<file path="src/rtl/r2sdf_pkg.sv">
// Shared definitions for the R2SDF FFT control sequencer.
//   state_t       : controller state encoding (IDLE, RUN, DRAIN)
//   DELAY_TOTAL   : total pipeline latency in advances for an FFT of 2^n points
//   stage_offset  : count offset of stage s relative to the input counter
//   bitrev        : reverse the low n bits of a word (natural R2SDF output order)
package r2sdf_pkg;

   typedef enum logic [1:0] {
      ST_IDLE  = 2'd0,
      ST_RUN   = 2'd1,
      ST_DRAIN = 2'd2
   } state_t;

   // Widest index the bit-reverse helper supports.
   localparam int BITREV_W = 16;

   function automatic int DELAY_TOTAL(input int n);
      return int'((32'd1 << n) - 32'd1);
   endfunction

   // Stage s sees the sample stream 2^n - 2^(n-s+1) advances after stage 1.
   function automatic int stage_offset(input int n, input int s);
      return int'((32'd1 << n) - (32'd1 << (n - s + 1)));
   endfunction

   function automatic logic [BITREV_W-1:0] bitrev(input logic [BITREV_W-1:0] v, input int n);
      logic [BITREV_W-1:0] r;
      r = '0;
      for (int i = 0; i < BITREV_W; i++) begin
         if (i < n) begin
            r[i] = v[n-1-i];
         end else begin
            r[i] = 1'b0;
         end
      end
      return r;
   endfunction

endpackage

</file>
<file path="src/rtl/r2sdf_tw_addr.sv">
// Per-stage mode and twiddle address generator.
// Ports:
//   k      in  N  controller input counter (registered)
//   bf_sel out 1  stage mode: 0 fill/feedback, 1 butterfly
//   tw_idx out N  twiddle index (W_{2^N}) applied while in fill/feedback mode
// Parameters: N = log2 FFT size, S = stage number (1..N).
module r2sdf_tw_addr
   import r2sdf_pkg::*;
#(
   parameter int N = 3,
   parameter int S = 1
)
(
   input  logic [N-1:0] k,
   output logic         bf_sel,
   output logic [N-1:0] tw_idx
);

   localparam int           OFFSET_I = stage_offset(N, S);
   localparam logic [N-1:0] OFFSET_P = OFFSET_I[N-1:0];
   // Keeps the low N-S bits of the local count; zero for the last stage.
   localparam int           MASK_I   = int'((32'd1 << (N - S)) - 32'd1);
   localparam logic [N-1:0] MASK_P   = MASK_I[N-1:0];

   logic [N-1:0] c_s;

   // Local stage count, butterfly select and twiddle index (zero in butterfly mode).
   always_comb begin
      c_s    = k - OFFSET_P;
      bf_sel = c_s[N-S];
      if (c_s[N-S] == 1'b0) begin
         tw_idx = (c_s & MASK_P) << (S - 1);
      end else begin
         tw_idx = '0;
      end
   end

endmodule

</file>
<file path="src/rtl/r2sdf_ctrl.sv">
// Control sequencer for a radix-2 single-path delay-feedback FFT pipeline.
// Gates sample flow into the bf_stage chain, drives each stage's mode and
// twiddle index, tags outputs and drains the pipeline after the last frame.
// Ports:
//   clk, rst_n  clock, asynchronous active-low reset
//   in_valid    source has a sample        in_ready   controller accepts it
//   flush       drain request (level), honoured at the next frame boundary
//   stage_en    advance enable for all stages
//   bf_sel      bit s-1 = stage s mode (0 fill/feedback, 1 butterfly)
//   tw_idx      packed N-bit twiddle indices, slice s-1 for stage s=1..N-1
//   out_valid   sample leaving stage N is real
//   out_first   out_valid for output index 0
//   out_idx     frequency index of the current output
// Build option: define R2SDF_CTRL_BITREV_EN to present out_idx in
// bit-reversed (natural R2SDF) order; otherwise out_idx is the raw count.
module r2sdf_ctrl
   import r2sdf_pkg::*;
#(
   parameter int N = 3
)
(
   input  logic               clk,
   input  logic               rst_n,
   input  logic               in_valid,
   output logic               in_ready,
   input  logic               flush,
   output logic               stage_en,
   output logic [N-1:0]       bf_sel,
   output logic [N*(N-1)-1:0] tw_idx,
   output logic               out_valid,
   output logic               out_first,
   output logic [N-1:0]       out_idx
);

   localparam int           L_I      = DELAY_TOTAL(N);
   localparam logic [N-1:0] L_P      = L_I[N-1:0];
   localparam int           L_LAST_I = L_I - 1;
   localparam logic [N-1:0] L_LAST_P = L_LAST_I[N-1:0];

   state_t       state_r;
   state_t       state_nxt_s;
   logic [N-1:0] k_r;
   logic [N-1:0] warm_r;
   logic [N-1:0] d_r;
   logic [N-1:0] o_r;
   logic         accept_s;
   logic         in_drain_s;
   logic         drain_done_s;
   logic [N-1:0] tw_last_unused_s;

   // Handshake, advance enable and output tagging, all combinational from state.
   always_comb begin
      in_drain_s   = (state_r == ST_DRAIN);
      in_ready     = ~in_drain_s;
      accept_s     = in_valid & ~in_drain_s;
      stage_en     = accept_s | in_drain_s;
      // During drain every advance pushes out a real sample still in flight.
      out_valid    = in_drain_s | (stage_en & (warm_r == L_P));
      out_first    = out_valid & (o_r == {N{1'b0}});
      drain_done_s = in_drain_s & (d_r == L_LAST_P);
   end

   // Output index presentation order.
   always_comb begin
`ifdef R2SDF_CTRL_BITREV_EN
      out_idx = N'(bitrev(BITREV_W'(o_r), N));
`else
      out_idx = o_r;
`endif
   end

   // Next-state logic.
   always_comb begin
      state_nxt_s = state_r;
      case (state_r)
         ST_IDLE: begin
            if (accept_s) begin
               state_nxt_s = ST_RUN;
            end else begin
               state_nxt_s = ST_IDLE;
            end
         end
         ST_RUN: begin
            // A flush only takes effect on a frame boundary with no new sample offered.
            if (flush && (k_r == {N{1'b0}}) && !in_valid) begin
               state_nxt_s = ST_DRAIN;
            end else begin
               state_nxt_s = ST_RUN;
            end
         end
         ST_DRAIN: begin
            if (drain_done_s) begin
               state_nxt_s = ST_IDLE;
            end else begin
               state_nxt_s = ST_DRAIN;
            end
         end
         default: begin
            state_nxt_s = ST_IDLE;
         end
      endcase
   end

   // State register.
   always_ff @(posedge clk or negedge rst_n) begin
      if (!rst_n) begin
         state_r <= ST_IDLE;
      end else begin
         state_r <= state_nxt_s;
      end
   end

   // Input, warm-up, drain and output counters.
   always_ff @(posedge clk or negedge rst_n) begin
      if (!rst_n) begin
         k_r    <= '0;
         warm_r <= '0;
         d_r    <= '0;
         o_r    <= '0;
      end else if (drain_done_s) begin
         k_r    <= '0;
         warm_r <= '0;
         d_r    <= '0;
         o_r    <= '0;
      end else begin
         if (stage_en) begin
            k_r <= k_r + 1'b1;
         end
         // warm saturates at L: from then on every advance emits a real sample.
         if (accept_s && (warm_r != L_P)) begin
            warm_r <= warm_r + 1'b1;
         end
         if (in_drain_s) begin
            d_r <= d_r + 1'b1;
         end
         if (out_valid) begin
            o_r <= o_r + 1'b1;
         end
      end
   end

   // Stages 1..N-1 carry a twiddle slice; the last stage only needs its mode bit.
   for (genvar s = 1; s < N; s++) begin : g_stage
      r2sdf_tw_addr #(.N(N), .S(s)) u_tw_addr (
         .k      (k_r),
         .bf_sel (bf_sel[s-1]),
         .tw_idx (tw_idx[(s-1)*N +: N])
      );
   end

   r2sdf_tw_addr #(.N(N), .S(N)) u_tw_addr_last (
      .k      (k_r),
      .bf_sel (bf_sel[N-1]),
      .tw_idx (tw_last_unused_s)
   );

endmodule
</file>
<file path="config.mk">
export PLATFORM = sky130hd
export DESIGN_NAME = r2sdf_ctrl
export DESIGN_NICKNAME = d
export VERILOG_FILES = /design/src/rtl/r2sdf_pkg.sv /design/src/rtl/r2sdf_tw_addr.sv /design/src/rtl/r2sdf_ctrl.sv
export SDC_FILE = /design/constraint.sdc
export NUM_CORES = 1
export LEC_CHECK = 0
export CAP_MARGIN = 20
export CORE_MARGIN = 2
export CORE_UTILIZATION = 45
export DETAILED_ROUTE_END_ITERATION = 8
export GPL_TIMING_DRIVEN = 0
export PLACE_DENSITY = 0.81
export SLEW_MARGIN = 30
export SYNTH_ARGS = -nofsm -noshare
export SYNTH_HDL_FRONTEND = slang
export SYNTH_SLANG_ARGS = --single-unit
</file>
<file path="constraint.sdc">
create_clock -name clk -period 2.89 [get_ports clk]
set_clock_uncertainty 0.2 [all_clocks]
set_input_delay 0.578 -clock clk [delete_from_list [all_inputs] [get_ports clk]]
set_output_delay 0.578 -clock clk [all_outputs]
set_load 0.01 [all_outputs]
</file>
# ---- After elaboration in Yosys (flattened, before gate mapping)
# Cells that the tools add are included.
dict set report classes {
  n_reduce_logical 11
  add_sub_neg 6
  n_mux 14
  eq_ne 5
  n_bitwise 7
}
# op count
set op_table {}
lappend op_table {{$mux 3} 8}
lappend op_table {{$add 3x1->3 const B} 4}
lappend op_table {{$mux 2} 4}
lappend op_table {{$reduce_bool 2->1} 4}
lappend op_table {{$eq 3x3->1 const B} 2}
lappend op_table {{$logic_not 3->1} 2}
lappend op_table {{$pmux 2 s3} 1}
lappend op_table {{$and 1x1->1} 4}
lappend op_table {{$logic_and 1x1->1} 3}
lappend op_table {{$ne 3x3->1 const B} 1}
lappend op_table {{$eq 2x1->1 const B} 1}
lappend op_table {{$eq 2x2->1 const B} 1}
lappend op_table {{$logic_not 2->1} 1}
lappend op_table {{$or 1x1->1} 2}
lappend op_table {{$sub 2x1->2 const B} 1}
lappend op_table {{$logic_not 1->1} 1}
lappend op_table {{$mux 1} 1}
lappend op_table {{$not 1->1} 1}
lappend op_table {{$sub 1x1->1 const B} 1}
dict set report word_totals {
  output_inout_bits 16
  inputBits 4
  word_cells 48
  regBits 14
}

# ---- Depth between registers and ports, before layout
# Gate-level depths: netlist (run 1).
dict set report logic_depth {
  depth_word 8
  ltp_mapped 5
  ltp_nobuf 5
}

# ---- Hierarchy
# Synthesis (run 1) repeated with hierarchy kept, for this count alone.
dict set report unflattened {
  cells_unflattened 87
  hier_area_um2 870.8
}
# mod seq_area_each_um2 n_inst cells_per_inst area_per_inst_um2
set modules_own_cells {}
lappend modules_own_cells {r2sdf_ctrl 350.3 1 72 765.7}
lappend modules_own_cells {{r2sdf_tw_addr (g_stage[2].u_tw_addr)} 0.0 1 5 40.0}
lappend modules_own_cells {{r2sdf_tw_addr (u_tw_addr_last)} 0.0 1 5 33.8}
lappend modules_own_cells {{r2sdf_tw_addr (g_stage[1].u_tw_addr)} 0.0 1 5 31.3}

# ---- Least setup slack after synthesis (run 1)
# Ideal clock, no wire load.
dict set report synth_path {
  path_kind {input port to output port}
  startpoint {in in_valid}
  endpoint {out out_first}
  n_path_buf 1
  cell_stages 4
  slack_ns 0.859
  arrival_ns 1.253
  required_time_ns 2.112
  path_cell_list {clkbuf_1 nand2_1 nand2_1 and3b_1}
}
dict set report synth_via {
  elab_chain_len 5
}
# item line
set synth_lines {}
lappend synth_lines {{from (decl)} r2sdf_ctrl.sv:24} ;# input logic in_valid,
lappend synth_lines {{$and 1x1->1} r2sdf_ctrl.sv:55} ;# accept_s = in_valid & ~in_drain_s;
lappend synth_lines {{$or 1x1->1} r2sdf_ctrl.sv:56} ;# stage_en = accept_s | in_drain_s;
lappend synth_lines {{$and 1x1->1} r2sdf_ctrl.sv:58} ;# out_valid = in_drain_s | (stage_en & (warm_r == L_P));
lappend synth_lines {{$or 1x1->1} r2sdf_ctrl.sv:58}
lappend synth_lines {{named net out_valid} r2sdf_ctrl.sv:30} ;# output logic out_valid,
lappend synth_lines {{$and 1x1->1} r2sdf_ctrl.sv:59} ;# out_first = out_valid & (o_r == {N{1'b0}});
lappend synth_lines {{to (decl)} r2sdf_ctrl.sv:31} ;# output logic out_first,
# The timed path passes the listed nets, and every way through them passes these cells.

# ---- Final worst setup path (run 1)
dict set report layout_path {
  startpoint {in in_valid}
  endpoint {out out_first}
}
dict set report layout_via {
  elab_chain_len 5
}
# item line
set layout_lines {}
lappend layout_lines {{$and 1x1->1} r2sdf_ctrl.sv:55}
lappend layout_lines {{$or 1x1->1} r2sdf_ctrl.sv:56}
lappend layout_lines {{$and 1x1->1} r2sdf_ctrl.sv:58}
lappend layout_lines {{$or 1x1->1} r2sdf_ctrl.sv:58}
lappend layout_lines {{$and 1x1->1} r2sdf_ctrl.sv:59}
# Every way passes these cells.

==> results of run 1 <==
==> worst max-delay path, stage by stage <==
cell	delay [ns]
dlygate4sd2_1	0.39
nand2_1	0.12
nand2_1	0.12
and3b_1	0.16
clkdlybuf4s50_1	0.53
==> how the worst max path moves through the flow <==
stage	from	end	slack, ns	depth (start not counted)
2_1_floorplan	in_valid	out_first	0.86	4
3_3_place_gp	in_valid	out_first	-0.14	6
3_5_place_dp	in_valid	out_first	-0.17	6
4_1_cts	warm_r[0]	out_first	0.21	6
5_1_grt	warm_r[0]	out_first	0.11	6
6_report	in_valid	out_first	0.22	5
==> cells by family (layout without fill, tap and decap cells) <==
kind of cell | Yosys count | count (layout) | share of synthesized area (%)
xor+xnor | 1 | 1 | 1.030
buf+inv | 16 | 34 | 10.88
simple gates | 25 | 25 | 17.50
fa+ha+maj | 9 | 9 | 13.24
flops | 14 | 14 | 41.18
mux | 3 | 3 | 3.676
compound gates | 17 | 17 | 12.06
other cells | 1 | 3 | 0.4408
==> state kept, by name, summed over array words and instances, names as in the netlist <==
signal and count:
d_r 3, k_r 3, out_idx 3, state_r 2
warm_r 3
==> synth_stat cells <==
| cell | number | area share (%) |
|---|---|---|
| dfrtp_1 | 14 | 41 |
| ha_1 | 9 | 13 |
| nand2_1 | 8 | 3.5 |
| o21ai_0 | 8 | 4.7 |
| inv_1 | 7 | 3.1 |
| buf_4 | 6 | 5.3 |
| nor2_1 | 4 | 1.8 |
| a21oi_1 | 3 | 1.8 |
| nand2b_1 | 3 | 2.2 |
| a22o_1 | 2 | 2.1 |
| mux2i_1 | 2 | 2.4 |
| nand3b_1 | 2 | 1.8 |
| o211ai_1 | 2 | 1.8 |
| a31oi_1 | 1 | 0.74 |
| and2_1 | 1 | 0.74 |
| and3_4 | 1 | 1.3 |
| and3b_1 | 1 | 1.0 |
| and4b_1 | 1 | 1.2 |
| buf_6 | 1 | 1.3 |
| clkbuf_1 | 1 | 0.44 |
| conb_1 | 1 | 0.44 |
| inv_4 | 1 | 0.74 |
| mux2_2 | 1 | 1.3 |
| nand3_1 | 1 | 0.59 |
| nand4b_1 | 1 | 1.0 |
| nor2b_4 | 1 | 1.6 |
| o41ai_1 | 1 | 1.0 |
| or3_1 | 1 | 0.74 |
| xor2_1 | 1 | 1.0 |
==> through the flow <==
| stage | power [mW] | utilization [%] |
|---|---|---|
| finish | 0.8398 | 61.15 |
| global route | 0.9177 | 61.15 |
| CTS | 0.8500 | 61.15 |
| detailed placement | 0.7389 | 60.14 |
| global placement | 0.7215 | 60.14 |
| floorplan | 0.5749 | - |
==> power by group through the flow <==
stage	clock network, mW	logic (mW)	registers [mW]
final	0.109	0.378	0.353
after global routing	0.123	0.431	0.364
after CTS	0.114	0.382	0.353
after detailed placement	0	0.383	0.356
after global placement	0	0.371	0.350
after floorplan	0	0.227	0.348
==> cell type report <==
| cell class | instances | area (sq um) |
|---|---|---|
| Tap cell | 25 | 31.28 |
| Clock buffer | 3 | 22.52 |
| Buffer | 7 | 56.30 |
| Multi-Input combinational cell | 58 | 415.4 |
| Inverter | 8 | 32.53 |
| Fill cell | 153 | 678.2 |
| Timing Repair Buffer | 16 | 158.9 |
| Sequential cell | 14 | 350.3 |
==> metal layers <==
layer  global-route usage (%)  vias to the layer above  wire length, um
met3                    5.660                        2               91
met2                    22.97                       21              676
li1                         -                      321                -
met5                        0                        -                0
met1                    20.85                      303              734
met4                    6.667                        0               12
==> impl_metrics.toml, run 1 <==
[worst_setup_path]
rr_worst_depth = 5
timing.rr.end = "out_idx[2]"
path_class = "primary input to primary output"
worstPathMaxFanout = 11
startpoint_type = "primary input"
timing.rr.start = "warm_r[0]"
crit_required_ns = 2.11
r2r_slack_ns = 1.24
endpoint_kind = "primary output"
arrival_ns = 1.89

[logic_synthesis]
ys_types = 29
synth_cells = 86
syn_area_sq_um = 850.8
seq_area_frac_synth_pct = 41.18
yosysWarnings = 0
syn_avg_cell_area_sq_um = 9.893
synth-seq-cells = 14

[clock_tree]
clk_pin_slew_ns = 0.07
insertion_delay_ns = 0.28
cts_resized = 1
htree_levels = 1
hold_buffers = 0
clock_path_buffers = 2
post-cts-setup-buffer-count = 0
cts_root_buf = "clkbuf_4"
clkSinkCount = 14
cts_buffers = 3
cts_tree = "done"

[timing]
slew_headroom_pct = 58.12
setup_tns_ns = 0
maxSlewViolCount = 0
fmax_mhz = 374.4
finalHoldViolCount = 0
fin_crit_sh_pct = 92.41
setup_viol = 0
tightest_slew_ns = 0.6262
hold_slack_ns = 0.3149
rsz0062_at_grt = "false"
fin_ws_ns = 0.2192
finalCriticalPeriod_ns = 2.671

[global_route]
grt_pass1_vias = 567
grt_max_degree = 15
gr-total-overflow = 0
grt_usage_pct = 15.66
grt_pass1_wl_mm = 2.401
antenna_found_initial = 0

[min_path]
hold_start = "warm_r[1]"
min_path_cells = 1
hold_end = "warm_r[1]"
hold_class = "flop to flop"

[layout]
nets = 121
drive_above_1_share_pct = 13.21
layout_common_cells = "clkdlybuf4s50_1 (15), dfrtp_1 (14), ha_1 (9), nand2_1 (8), o21ai_0 (8)"
areaGrowthSynthToFinish_pct = 25.44
final_cells = 131
layout_commonest_cell = "clkdlybuf4s50_1"
diodes = 0
fin_area_sq_um = 1067

[drt]
via_per_inst = 4.939
firstDrtPassIters = 4
first_iter_violations = 19
wl_per_cell_um = 11.57
via_count = 647
remaining_drc_errors = 0
final_antenna_net_count = 0
drt_wl_total_mm = 1.516

[pwr]
clockPowerShare_pct = 13.0
comb_power_share_pct = 45.0
sw_frac_of_total_pct = 35.21
irDropWorstVdd_v = 0.0004516
p_leak_nw = 0.5244
power_density_nw_per_um2 = 786.8
cell_internal_pwr_mw = 0.5441
p_sw_mw = 0.2957
seq_power_share_pct = 42.0

[place]
place.detailed.hpwl_mm = 1.131
pre_cts_slack_ns = -0.1733
place_congestion = 0.7297
dp.cells = 129
post_dp_cell_area_sq_um = 1050
port_buffers = 16

[die]
fp-row-count = 15
die_area_sq_um = 2254
die_h_um = 47.48
start_util_pct = 48.75
design.core.area_sq_um = 1745
die_x_um = 47.48
pin_count = 20

[flow_run]
max_cap_violations = 0

[outcome]
status = "finished, final reports clean"
No activity file was read; power rests on OpenSTA's default activity.
==> run 2: changes to the inputs <==
SLEW_MARGIN = default   (was 30)
==> results of run 2 <==
Final layout, timing and power as in run 1 (identical DEF).
==> run 3: changes to the inputs <==
CORE_UTILIZATION = 51   (was 45)
GPL_ROUTABILITY_DRIVEN = 0   (was default)
PLACE_DENSITY = 0.89   (was 0.81)
==> run 3 against run 2 <==
  * Critical path depth grew 1
  * Final cell count shrank 6.9%
  * Clock-buffer cell count stayed put
  * Final area shrank 1.1%
  * Routed wire length increased by 6.1%
  * Hold slack improved by 0.014 ns
  * Sequential share of layout area increased by 0.35 points
  * Via count up 0.15%
  * Critical path type is now flop to primary output
  * First-iteration DRC count fell by 68%
  * Highest routed layer unchanged
  * Global-route usage grew 4.5 points
==> impl_metrics.toml, run 3 (synthesized netlist as in run 1, its figures left out) <==
[layout]
diodes = 0
layout_common_cells = "clkdlybuf4s50_1 (15), dfrtp_1 (14), ha_1 (9), nand2_1 (8), o21ai_0 (8)"
layout_commonest_cell = "clkdlybuf4s50_1"
areaGrowthSynthToFinish_pct = 24.12
fin_area_sq_um = 1056
fin_util_pct = 68.51
nets = 121
drive_above_1_share_pct = 13.21
final_cells = 122

[timing]
hold_slack_ns = 0.3289
finalHoldViolCount = 0
maxSlewViolCount = 0
tightest_slew_ns = 0.6459
setup_viol = 0
slew_headroom_pct = 56.81
setup_tns_ns = 0
fmax_mhz = 372.7
finalCriticalPeriod_ns = 2.683
fin_crit_sh_pct = 92.83
rsz0062_at_grt = "false"
fin_ws_ns = 0.2072

[clock_tree]
cts_root_buf = "clkbuf_4"
cts_buffers = 3
cts_tree = "done"
clkSinkCount = 14
clk_pin_slew_ns = 0.09
clock_path_buffers = 2
post-cts-setup-buffer-count = 0
insertion_delay_ns = 0.29
htree_levels = 1

[place]
port_buffers = 16
place.detailed.hpwl_mm = 1.221
post_dp_cell_area_sq_um = 1039
dp.cells = 120
pre_cts_slack_ns = -0.1605

[drt]
first_iter_violations = 6
remaining_drc_errors = 0
final_antenna_net_count = 0
wl_per_cell_um = 13.19
via_per_inst = 5.311
via_count = 648
firstDrtPassIters = 3
drt_wl_total_mm = 1.609

[pwr]
comb_power_share_pct = 45.5
power_density_nw_per_um2 = 813.9
p_total_mw = 0.8594
p_sw_mw = 0.3106
cell_internal_pwr_mw = 0.5488
sw_frac_of_total_pct = 36.14
clockPowerShare_pct = 13.2
p_leak_nw = 0.5244
irDropWorstVdd_v = 0.0004577
seq_power_share_pct = 41.3

[global_route]
grt_max_degree = 15
grt_pass1_wl_mm = 2.829
grt_usage_pct = 20.13
antenna_found_initial = 0
gr-total-overflow = 0
grt_pass1_vias = 649

[min_path]
min_path_cells = 2
hold_end = "d_r[1]"
hold_class = "flop to flop"
hold_start = "d_r[1]"

[die]
fp-row-count = 14
die_area_sq_um = 2011
die_h_um = 44.85
design.core.area_sq_um = 1541
die_x_um = 44.85
start_util_pct = 55.19
pin_count = 20

[outcome]
status = "finished, final reports clean"

[worst_setup_path]
startpoint_type = "flop"
r2r_slack_ns = 1.22
rr_worst_depth = 5
timing.rr.end = "out_idx[2]"
path_class = "flop to primary output"
arrival_ns = 1.90
crit_required_ns = 2.11
endpoint_kind = "primary output"
worstPathMaxFanout = 3
timing.rr.start = "warm_r[0]"

[flow_run]
max_cap_violations = 0
-- run 3: critical path, stage by stage (launching register included) --
cell and delay (ns):
dfrtp_1 0.40, ha_1 0.20, ha_1 0.20, nand2_1 0.10, nand2_1 0.08, and3b_1 0.16, clkdlybuf4s50_1 0.47
-- run 3: per-layer routing --
| metal | track usage [%] | wire length, um | part of all wire [%] | vias to the layer above |
|---|---|---|---|---|
| met4 | 10.59 | 31 | 1.9 | 0 |
| met3 | 4.800 | 66 | 4.1 | 6 |
| li1 | - | - | - | 323 |
| met2 | 35.65 | 793 | 49 | 17 |
| met5 | 0 | 0 | 0 | - |
| met1 | 22.19 | 717 | 45 | 302 |
-- run 3: worst max path at each step --
| stage | slack, ns | startpoint | cells past startpoint | end |
|---|---|---|---|---|
| after floorplan | 0.86 | in_valid | 4 | out_first |
| after global placement | -0.13 | in_valid | 6 | out_first |
| after detailed placement | -0.16 | in_valid | 6 | out_first |
| after CTS | 0.21 | warm_r[0] | 6 | out_first |
| after global routing | 0.12 | warm_r[0] | 6 | out_first |
| final | 0.21 | warm_r[0] | 6 | out_first |
-- run 3: area by class of cell --
class | count | area [sq um]
buffer | 7 | 56.30
clock buffer | 3 | 22.52
fill | 127 | 485.5
inverter | 8 | 32.53
multi-input combinational | 58 | 415.4
sequential | 14 | 350.3
tap | 16 | 20.02
timing repair buffer | 16 | 158.9
-- run 3: power by group through the flow --
stage	Clock (mW)	Combinational [mW]	Sequential [mW]
2_1_floorplan	0	0.227	0.348
3_3_place_gp	0	0.369	0.349
3_5_place_dp	0	0.398	0.357
4_1_cts	0.115	0.400	0.354
5_1_grt	0.124	0.451	0.367
6_report	0.113	0.391	0.355
-- run 3: timing repair --
action | 4_1_cts | 5_1_grt
hold buffers | 0 | 0
endpoints found under the setup margin | 2 | 0
gates resized for setup | 1 | 0
